$ cat src/rtl/pako_loader_pkg.sv
// Shared definitions for the program loader: command opcodes,
// response codes, FSM state encoding and the address check helper.
package pako_loader_pkg;

  localparam logic [7:0] OP_WRITE = 8'h57;
  localparam logic [7:0] OP_READ  = 8'h52;
  localparam logic [7:0] OP_GO    = 8'h47;
  localparam logic [7:0] OP_HALT  = 8'h48;

  localparam logic [7:0] RSP_ACK  = 8'h06;
  localparam logic [7:0] RSP_NAK  = 8'h15;

  typedef enum logic [2:0] {
    IDLE,
    ADDR,
    DATA,
    MEM_WR,
    MEM_RD,
    RD_WAIT,
    TX_DATA,
    TX_STAT
  } state_e;

  // True when the byte address is word aligned and inside the memory.
  function automatic logic addr_valid(input logic [31:0] addr,
                                      input logic [32:0] limit);
    return (addr[1:0] == 2'b00) && ({1'b0, addr} < limit);
  endfunction

endpackage

$ cat src/rtl/prog_loader.sv
// Byte-stream program loader: decodes W/R/G/H commands arriving from the
// CDC byte channel, writes or reads instruction memory, controls the CPU
// run enable and returns read data plus an ACK/NAK status byte.
module prog_loader
  import pako_loader_pkg::*;
#(
  parameter int MEM_WORDS = 256
) (
  input  logic        clk_i,
  input  logic        rstn_i,
  input  logic [7:0]  out_data_i,
  input  logic        out_valid_i,
  output logic        out_ready_o,
  output logic [7:0]  in_data_o,
  output logic        in_valid_o,
  input  logic        in_ready_i,
  output logic [31:0] mem_addr_o,
  output logic [31:0] mem_wdata_o,
  output logic        mem_we_o,
  output logic        mem_re_o,
  input  logic [31:0] mem_rdata_i,
  output logic        run_o
);

  localparam logic [32:0] ADDR_LIMIT = 33'(4 * MEM_WORDS);

  state_e      state_q;
  logic        run_q;
  logic        is_wr_q;
  logic        out_ready_q;
  logic        in_valid_q;
  logic        mem_we_q;
  logic        mem_re_q;
  logic [1:0]  cnt_q;
  logic [31:0] shift_q;
  logic [31:0] addr_hold_q;
  logic [31:0] mem_addr_q;
  logic [31:0] mem_wdata_q;
  logic [7:0]  in_data_q;

  logic [31:0] shift_d;
  logic        consume;
  logic        tx_done;

  // Incoming bytes enter at the top so the first (least significant) byte
  // ends up in bits [7:0] after four shifts.
  always_comb begin
    shift_d = {out_data_i, shift_q[31:8]};
    consume = out_valid_i && out_ready_q;
    tx_done = in_valid_q && in_ready_i;
  end

  // Command FSM with all handshake and memory outputs registered.
  always_ff @(posedge clk_i) begin
    if (!rstn_i) begin
      state_q     <= IDLE;
      run_q       <= 1'b0;
      is_wr_q     <= 1'b0;
      out_ready_q <= 1'b0;
      in_valid_q  <= 1'b0;
      mem_we_q    <= 1'b0;
      mem_re_q    <= 1'b0;
      cnt_q       <= 2'd0;
      shift_q     <= 32'd0;
      addr_hold_q <= 32'd0;
      mem_addr_q  <= 32'd0;
      mem_wdata_q <= 32'd0;
      in_data_q   <= 8'd0;
    end else begin
      case (state_q)
        IDLE: begin
          out_ready_q <= 1'b1;
          if (consume) begin
            cnt_q <= 2'd0;
            if (out_data_i == OP_WRITE || out_data_i == OP_READ) begin
              is_wr_q <= (out_data_i == OP_WRITE);
              state_q <= ADDR;
            end else begin
              if (out_data_i == OP_GO) run_q <= 1'b1;
              if (out_data_i == OP_HALT) run_q <= 1'b0;
              in_data_q   <= (out_data_i == OP_GO || out_data_i == OP_HALT)
                             ? RSP_ACK : RSP_NAK;
              in_valid_q  <= 1'b1;
              out_ready_q <= 1'b0;
              state_q     <= TX_STAT;
            end
          end
        end
        ADDR: begin
          if (consume) begin
            shift_q <= shift_d;
            cnt_q   <= cnt_q + 2'd1;
            if (cnt_q == 2'd3) begin
              if (is_wr_q) begin
                addr_hold_q <= shift_d;
                state_q     <= DATA;
              end else if (addr_valid(shift_d, ADDR_LIMIT)) begin
                mem_addr_q  <= shift_d;
                mem_re_q    <= 1'b1;
                out_ready_q <= 1'b0;
                state_q     <= MEM_RD;
              end else begin
                in_data_q   <= RSP_NAK;
                in_valid_q  <= 1'b1;
                out_ready_q <= 1'b0;
                state_q     <= TX_STAT;
              end
            end
          end
        end
        DATA: begin
          if (consume) begin
            shift_q <= shift_d;
            cnt_q   <= cnt_q + 2'd1;
            if (cnt_q == 2'd3) begin
              out_ready_q <= 1'b0;
              if (addr_valid(addr_hold_q, ADDR_LIMIT) && !run_q) begin
                mem_addr_q  <= addr_hold_q;
                mem_wdata_q <= shift_d;
                mem_we_q    <= 1'b1;
                state_q     <= MEM_WR;
              end else begin
                in_data_q  <= RSP_NAK;
                in_valid_q <= 1'b1;
                state_q    <= TX_STAT;
              end
            end
          end
        end
        MEM_WR: begin
          mem_we_q   <= 1'b0;
          in_data_q  <= RSP_ACK;
          in_valid_q <= 1'b1;
          state_q    <= TX_STAT;
        end
        MEM_RD: begin
          mem_re_q <= 1'b0;
          state_q  <= RD_WAIT;
        end
        RD_WAIT: begin
          shift_q    <= mem_rdata_i;
          in_data_q  <= mem_rdata_i[7:0];
          in_valid_q <= 1'b1;
          cnt_q      <= 2'd0;
          state_q    <= TX_DATA;
        end
        TX_DATA: begin
          if (tx_done) begin
            cnt_q <= cnt_q + 2'd1;
            if (cnt_q == 2'd3) begin
              in_data_q <= RSP_ACK;
              state_q   <= TX_STAT;
            end else begin
              shift_q   <= {8'd0, shift_q[31:8]};
              in_data_q <= shift_q[15:8];
            end
          end
        end
        TX_STAT: begin
          if (tx_done) begin
            in_valid_q  <= 1'b0;
            out_ready_q <= 1'b1;
            state_q     <= IDLE;
          end
        end
        default: begin
          state_q <= IDLE;
        end
      endcase
    end
  end

  assign out_ready_o = out_ready_q;
  assign in_data_o   = in_data_q;
  assign in_valid_o  = in_valid_q;
  assign mem_addr_o  = mem_addr_q;
  assign mem_wdata_o = mem_wdata_q;
  assign mem_we_o    = mem_we_q;
  assign mem_re_o    = mem_re_q;
  assign run_o       = run_q;

endmodule
$ cat config.mk
export PLATFORM = sky130hd
export DESIGN_NAME = prog_loader
export DESIGN_NICKNAME = d
export VERILOG_FILES = /design/src/rtl/pako_loader_pkg.sv /design/src/rtl/prog_loader.sv
export SDC_FILE = /design/constraint.sdc
export NUM_CORES = 1
export LEC_CHECK = 0
export ABC_AREA = 1
export CAP_MARGIN = 20
export CORE_ASPECT_RATIO = 0.7
export CORE_MARGIN = 4
export CORE_UTILIZATION = 55
export DETAILED_ROUTE_END_ITERATION = 8
export PLACE_DENSITY = 0.94
export SKIP_LAST_GASP = 1
export SYNTH_ARGS = -nofsm -noshare
export SYNTH_HDL_FRONTEND = slang
export SYNTH_SLANG_ARGS = --single-unit
$ cat constraint.sdc
create_clock -name clk_i -period 4.1 [get_ports clk_i]
set_input_delay 0.82 -clock clk_i [delete_from_list [all_inputs] [get_ports clk_i]]
set_output_delay 0.82 -clock clk_i [all_outputs]
set_load 0.02 [all_outputs]
# == After elaboration in Yosys (flattened, before gate mapping) ==
# Cells that the tools add are included.
# classes
addsub,1
mul,0
div_mod_pow,0
magnitude_cmp,2
n_eq_ne,28
shift,0
muxes,73
n_bitwise,1
reduce_logical,35
# ops
operator,n
two-way mux 32 bit,10
case mux 32 bit (3 select lines),1
two-way mux 8 bit,11
"less-than comparator 32 x 11 -> 1 bit, second input constant",2
case mux 32 bit (2 select lines),1
case mux 8 bit (6 select lines),1
two-way mux 3 bit,11
"== test 8 x 7 -> 1 bit, second input constant",4
"!= test 2 bit, second input constant",15
two-way mux 1 bit,27
case mux 3 bit (8 select lines),1
AND reduction 4 bit,6
AND reduction 11 bit,2
AND reduction 8 bit,2
"== test 3 bit, second input constant",4
two-way mux 2 bit,4
case mux 2 bit (4 select lines),1
nonzero test 2 bit,4
nonzero test 4 bit,2
AND reduction 7 bit,1
"== test 3 x 2 -> 1 bit, second input constant",2
nonzero test 6 bit,1
logical AND 1 bit,5
two-way mux 5 bit,1
other kinds (17),21
# word_totals
reg_bits,147
latchBits,0
ram_bits,0
rom_bits,0
input_bits,44
output_inout_bits,77
elab_cells,153
mem_count,0

# == Longest topological paths before layout ==
# Gate-level depths: netlist (run 1).
# depth
ltp_word,7
depth_mapped,13
ltp_nobuf,12

# == Least setup slack after synthesis (run 1) ==
# Ideal clock, no wire load.
# synth_path
path_kind,input to register
startpoint,input out_data_i[7]
endpoint,"register in_data_q[3], in the netlist in_data_o[3]"
t_arrival_ns,1.810
t_required_ns,3.987
path_slack_ns,2.177
stages,9
n_path_buf,1
path_cell_list,inv_1 > nand2_1 > nor3_1 > nand3_1 > nand4_4 > buf_6 > nand2_1 > nand2_1 > nor2_1
# synth_between
elab_chain_cells,4
word_cells_on_any_way,8
classes_between,order compare: 1; eq/ne: 4; reduce/logical: 3
# synth_lines
element,line_no,source
start: declaration,prog_loader.sv:11,"input logic [7:0] out_data_i,"
less-than comparator 32 x 11 -> 1 bit / == test 8 x 7 -> 1 bit (equally long branches),"pako_loader_pkg.sv:27, prog_loader.sv:75",
logical AND 1 bit / logical OR 1 bit (equally long branches),"pako_loader_pkg.sv:27, prog_loader.sv:75",
!= test 2 bit (no source line),--,
AND reduction 11 bit (no source line) *,--,
end signal: assignment,prog_loader.sv:81,in_data_q <= (out_data_i == OP_GO || out_data_i == OP_HALT)
end signal: assignment,prog_loader.sv:142,in_data_q <= mem_rdata_i[7:0];
end signal: assignment,prog_loader.sv:155,in_data_q <= shift_q[15:8];
end: declaration,prog_loader.sv:39,logic [7:0] in_data_q;
# Every way passes the cells marked *; elsewhere a longest branch is shown, timed or not.
# A chain may end at the register's enable or synchronous reset.

# == Worst setup path in the final report (run 1) ==
# layout_path
startpoint,register state_q[2]
endpoint,"register in_data_q[0], in the netlist in_data_o[0]"
# layout_between
elab_chain_cells,3
word_cells_on_any_way,19
classes_between,eq/ne: 15; mux: 1; reduce/logical: 3
# layout_lines
element,line_no,source
start: declaration,prog_loader.sv:27,state_e state_q;
start signal: assignment,prog_loader.sv:56,state_q <= IDLE;
start signal: assignment,prog_loader.sv:77,state_q <= ADDR;
start signal: assignment,prog_loader.sv:85,state_q <= TX_STAT;
== test 3 bit (tied with other cells),prog_loader.sv:70,case (state_q)
nonzero test 6 bit (no source line) / != test 2 bit (equally long branches),--,
AND reduction 11 bit (no source line),--,
# Several ways; a longest one is shown, not always the timed one.

==> results of run 1 <==
==> Yosys cell counts (3+ instances only) <==
cell type    n
dfxtp_1    139
nand2_1    118
o21ai_0    107
a21oi_1    104
inv_1       76
nor2_1      76
o21ai_1     25
nor3b_1     24
nand3_1     22
buf_2       21
clkbuf_1    17
inv_2        6
nand4_1      5
buf_4        4
nand2_2      4
nor2_4       4
nor2_2       3
nor3_1       3
==> layout make-up <==
class                      instances  area share (%)
clock buffer                      18            5.67
clock inverter                    14            2.13
inverter                          82            4.07
multi-input combinational        507            32.5
sequential                       139            36.8
tap                              128            2.12
timing repair buffer             127            16.7
==> worst max-delay path, cell delays in order, from the launching register on <==
cell	delay, ps
dfxtp_1	700
inv_1	200
nor2_2	140
buf_4	430
inv_1	90
nand2_1	330
or2_1	190
nor2_1	60
inv_1	70
nand3_1	70
nor2_1	100
nor2_1	50
==> layer usage <==
layer  global-route usage [%]  vias to the layer above  share of wire [%]  wire [microns]
li1                         -                     2751                  -               -
met1                     35.6                     2453                 45            6950
met2                     38.4                      279                 43            6660
met3                     5.91                       36                9.1            1400
met4                     8.90                        0                2.0             307
met5                        0                        -                  0               0
==> metrics by stage <==
step	cells	hold slack (ps)	total power [uW]	utilization, %
final	1015	443	4290	76.0
after global routing	1015	483	4510	76.0
after CTS	1015	444	4280	76.0
after detailed placement	983	435	2750	70.1
after global placement	983	436	2730	70.1
after floorplan	773	449	2430	-
==> sequential cells by signal (all words and copies together) (netlist names) <==
signal and cells:
mem_wdata_o 32, mem_re_o 1, state_q 3, addr_hold_q 32
in_valid_o 1, in_data_o 8, is_wr_q 1, shift_q 24
mem_addr_o 32, cnt_q 2, mem_we_o 1, out_ready_o 1
run_o 1
==> cell families after synthesis <==
group	after synthesis	synth area share (%)
flops	139	48.2
fa+ha+maj	1	0.217
buf+inv	127	9.24
simple gates	266	21.3
compound gates	240	21.0
==> power by group <==
group	internal, uW	switching, uW	total [uW]
Clock	908	620	1530
Combinational	384	795	1180
Sequential	1490	92.1	1580
Total	2780	1510	4290
==> final timing paths <==
check / startpoint / end / slack [ps] / depth (start not counted)
hold / removal: mem_re_o / mem_re_o / 440 / 2
hold reg to reg: mem_re_o / mem_re_o / 440 / 2
setup reg to reg: state_q[2] / in_data_o[0] / 1570 / 11
setup / recovery: state_q[2] / in_data_o[0] / 1570 / 11
==> impl_metrics.ini, run 1 <==
[sta]
worst_pin_slew_ps = 818
fin_setup_tns_ps = 0
relSlewSlack_pct = 45.5
slew_violations = 0
finalCritPeriodShare_pct = 61.8
finalCriticalPeriod_ps = 2530
final.setup.worst_slack_ps = 1570
max_freq_mhz = 394
final-hold-violation-count = 0
rsz0062_at_grt = no
finClkSkew_ps = 10.6
setup_viol = 0

[floorplanning]
die_w_microns = 130
die_area_sq_um = 12200
initial_core_util_pct = 58.0
ios = 121
dieHeight_microns = 93.7
core-area_sq_um = 9950
rows = 30

[synth]
synth_seq_cells = 139
yosys.area.top_type = dfxtp_1
ys_seq_area_share_pct = 48.2
synth_edf_count = 0
synthCells = 773
synth_nets = 818
synth_top_area_share_pct = 48.2
async_reset_ff_share_pct = 0
synth_flop_cell = dfxtp_1
ys_types = 30
syn_area_per_cell_sq_um = 7.46
synth.area.top_cells = dfxtp_1 48%, o21ai_0 9.3%, a21oi_1 9.0%, nand2_1 7.7%, inv_1 4.9%
yosys_warnings = 0
netlist_area_sq_um = 5770

[cells_and_area]
fillers = 701
regArea_sq_um = 2780
layout_common_cells = 139 x dfxtp_1, 119 x clkdlybuf4s50_1, 118 x nand2_1, 107 x o21ai_0, 104 x a21oi_1
drive_gt1_share_pct = 6.76
design_area_sq_um = 7560
layout_commonest_cell = dfxtp_1
antenna_cells = 0
syn2layout_area_growth_pct = 31.1
multiInputGateArea_sq_um = 2460
fin_nets = 919

[cts]
cts_buffer_depth = 2
postCtsSetupRepairBufs = 0
cts_buffers = 17
cts_sinks = 139
clkTransAtPathRegs_ps = 60
htreeDepth = 4
cts_tree = done
cts_resized = 0
hold_buffers = 0
clock-root-buffer = clkbuf_16
clock_latency_ps = 420

[status]
status = completed

[run]
maxCapViolations = 0

[route]
drt-wirelength-per-cell_microns = 15.1
firstDrtPassIters = 5
vias = 5519
wirelength_microns = 15300
drtAntennaViolNets = 0
via_per_inst = 5.44
drc = 0
drtIter0Drc = 592

[grt]
grt_usage_pct = 25.4
antenna_found_initial = 0
grt_pass1_vias = 5035
grt_pass1_wl_microns = 24500
grt_overflow = 0
grt_max_degree = 50

[hold_path]
hp-class = reg -> reg

[critical_path]
worstPathRequired_ps = 4410
cp-end-kind = register
crit_fanout = 49
worstSetupPathType = reg -> reg
cp.arrival_ps = 2840
cp-start-kind = register

[placement]
port_buffers = 120
dp_slack_ps = 1250
dp_hpwl_microns = 10400
place_congestion = 0.933
placed_cell_area_sq_um = 6970

[power_and_ir_drop]
powerDensity_nw_per_um2 = 567
leakagePower_uw = 0.00300
ir_drop_mv = 0.437
(Power assumes the default switching activity.)
==> run 2, diff against run 1 <==
--- a/config.mk
+++ b/config.mk
@@ -9,9 +9,9 @@
 export CAP_MARGIN = 20
 export CORE_ASPECT_RATIO = 0.7
 export CORE_MARGIN = 4
-export CORE_UTILIZATION = 55
+export CORE_UTILIZATION = 46
 export DETAILED_ROUTE_END_ITERATION = 8
-export PLACE_DENSITY = 0.94
+export PLACE_DENSITY = 0.85
 export SKIP_LAST_GASP = 1
 export SYNTH_ARGS = -nofsm -noshare
 export SYNTH_HDL_FRONTEND = slang
==> constraint.sdc (replaced) <==
create_clock -name clk_i -period 2.3 [get_ports clk_i]
set_input_delay 0.46 -clock clk_i [delete_from_list [all_inputs] [get_ports clk_i]]
set_output_delay 0.46 -clock clk_i [all_outputs]
set_load 0.02 [all_outputs]
==> impl_metrics.ini, run 2 (synthesis results as in run 1) <==
[cts]
htreeDepth = 4
clock_latency_ps = 430
cts_buffers = 17
clkTransAtPathRegs_ps = 60
clock-root-buffer = clkbuf_16
cts_buffer_depth = 2
postCtsSetupRepairBufs = 0
cts_sinks = 139
cts_tree = done
cts_resized = 0
hold_buffers = 0

[route]
drtAntennaViolNets = 0
drt-wirelength-per-cell_microns = 14.8
drtIter0Drc = 418
wirelength_microns = 15500
via_per_inst = 5.22
drc = 0
firstDrtPassIters = 5
vias = 5473

[floorplanning]
dieHeight_microns = 102
rows = 33
core-area_sq_um = 12000
die_w_microns = 142
die_area_sq_um = 14400
initial_core_util_pct = 48.2
ios = 121

[cells_and_area]
layout_common_cells = 139 x dfxtp_1, 119 x clkdlybuf4s50_1, 118 x nand2_1, 107 x o21ai_0, 104 x a21oi_1
stdcell_count = 1049
syn2layout_area_growth_pct = 32.9
antenna_cells = 0
fin_nets = 924
drive_gt1_share_pct = 7.29
layout_commonest_cell = dfxtp_1
fillers = 1034

[sta]
finClkSkew_ps = 14.0
fin_setup_tns_ps = 0
final-hold-violation-count = 0
finalCriticalPeriod_ps = 2010
setup_viol = 0
worst_pin_slew_ps = 475
timing.hold.ws_ps = 451
slew_violations = 0
relSlewSlack_pct = 68.3
finalCritPeriodShare_pct = 87.3
rsz0062_at_grt = no
max_freq_mhz = 498

[hold_path]
hp-class = reg -> reg
min-delay-start = mem_re_o

[grt]
grt_overflow = 0
grt_usage_pct = 21.6
grt_pass1_wl_microns = 24800
grt_max_degree = 79
grt_pass1_vias = 5094
antenna_found_initial = 0

[power_and_ir_drop]
leakagePower_uw = 0.00305
total_power_uw = 7640
powerDensity_nw_per_um2 = 996
ir_drop_mv = 0.544

[status]
status = completed

[critical_path]
crit_fanout = 48
cp-end-kind = register
startpoint = state_q[1]
worstSetupPathType = reg -> reg
cp-start-kind = register
worstPathRequired_ps = 2650
cp.arrival_ps = 2350
r2r_start = state_q[1]

[run]
maxCapViolations = 0

[placement]
dp_hpwl_microns = 10800
port_buffers = 120
dp_cells = 1017
place_congestion = 0.956
run 2: cell count changes in the layout (fill, tap and decap cells not counted), sizes merged:
| cell | change |
|---|---|
| buf | +5 |
| clkinv | +4 |
| clkinvlp | -3 |
| inv | -1 |
run 2: per-layer routing:
| layer | vias up | wire, microns | share of wire (%) | global-route usage [%] |
|---|---|---|---|---|
| met5 | - | 0 | 0 | 0 |
| met3 | 17 | 1180 | 7.6 | 6.23 |
| met1 | 2491 | 7430 | 48 | 30.3 |
| met2 | 213 | 6800 | 44 | 33.0 |
| met4 | 0 | 132 | 0.85 | 5.31 |
| li1 | 2752 | - | - | - |
run 2: critical path, stage by stage, from the launching register on:
cell	delay, ps
dfxtp_1	500
nor2_1	140
nor2_2	160
nand2_2	140
inv_2	70
nand2_1	70
nand4_1	110
buf_4	400
o21ai_0	190
a21oi_1	150
run 2: per-stage QoR:
stage          instance area, sq um  setup slack, ps  util (%)
4_1_cts                        7670              389      64.1
6_report                       7670              292      64.1
3_5_place_dp                   7100             75.3      59.3
2_1_floorplan                  5770              732         -
3_3_place_gp                   7100              135      59.3
5_1_grt                        7670              143      64.1
run 2: path summary, 6_finish.rpt:
path | slack [ps] | cells after the start | endpoint
worst min-delay path | 450 | 2 | mem_re_o
worst max-delay path | 290 | 9 | shift_q[18]
worst max register to register | 290 | 9 | shift_q[18]
worst min register to register | 450 | 2 | mem_re_o
run 2: power breakdown:
group	total [uW]	leakage [uW]	internal [uW]	switching [uW]
combinational	2160	0.00164	705	1450
sequential	2810	0.00113	2660	151
clock	2670	0.000281	1600	1070
run 2: layout make-up:
| cell class | instances | area, sq um | share of cell area (%) |
|---|---|---|---|
| multi-input combinational | 507 | 2460 | 32.1 |
| clock buffer | 18 | 429 | 5.60 |
| inverter | 82 | 308 | 4.01 |
| tap | 157 | 196 | 2.56 |
| timing repair buffer | 132 | 1350 | 17.6 |
| sequential | 139 | 2780 | 36.3 |
| clock inverter | 14 | 144 | 1.88 |
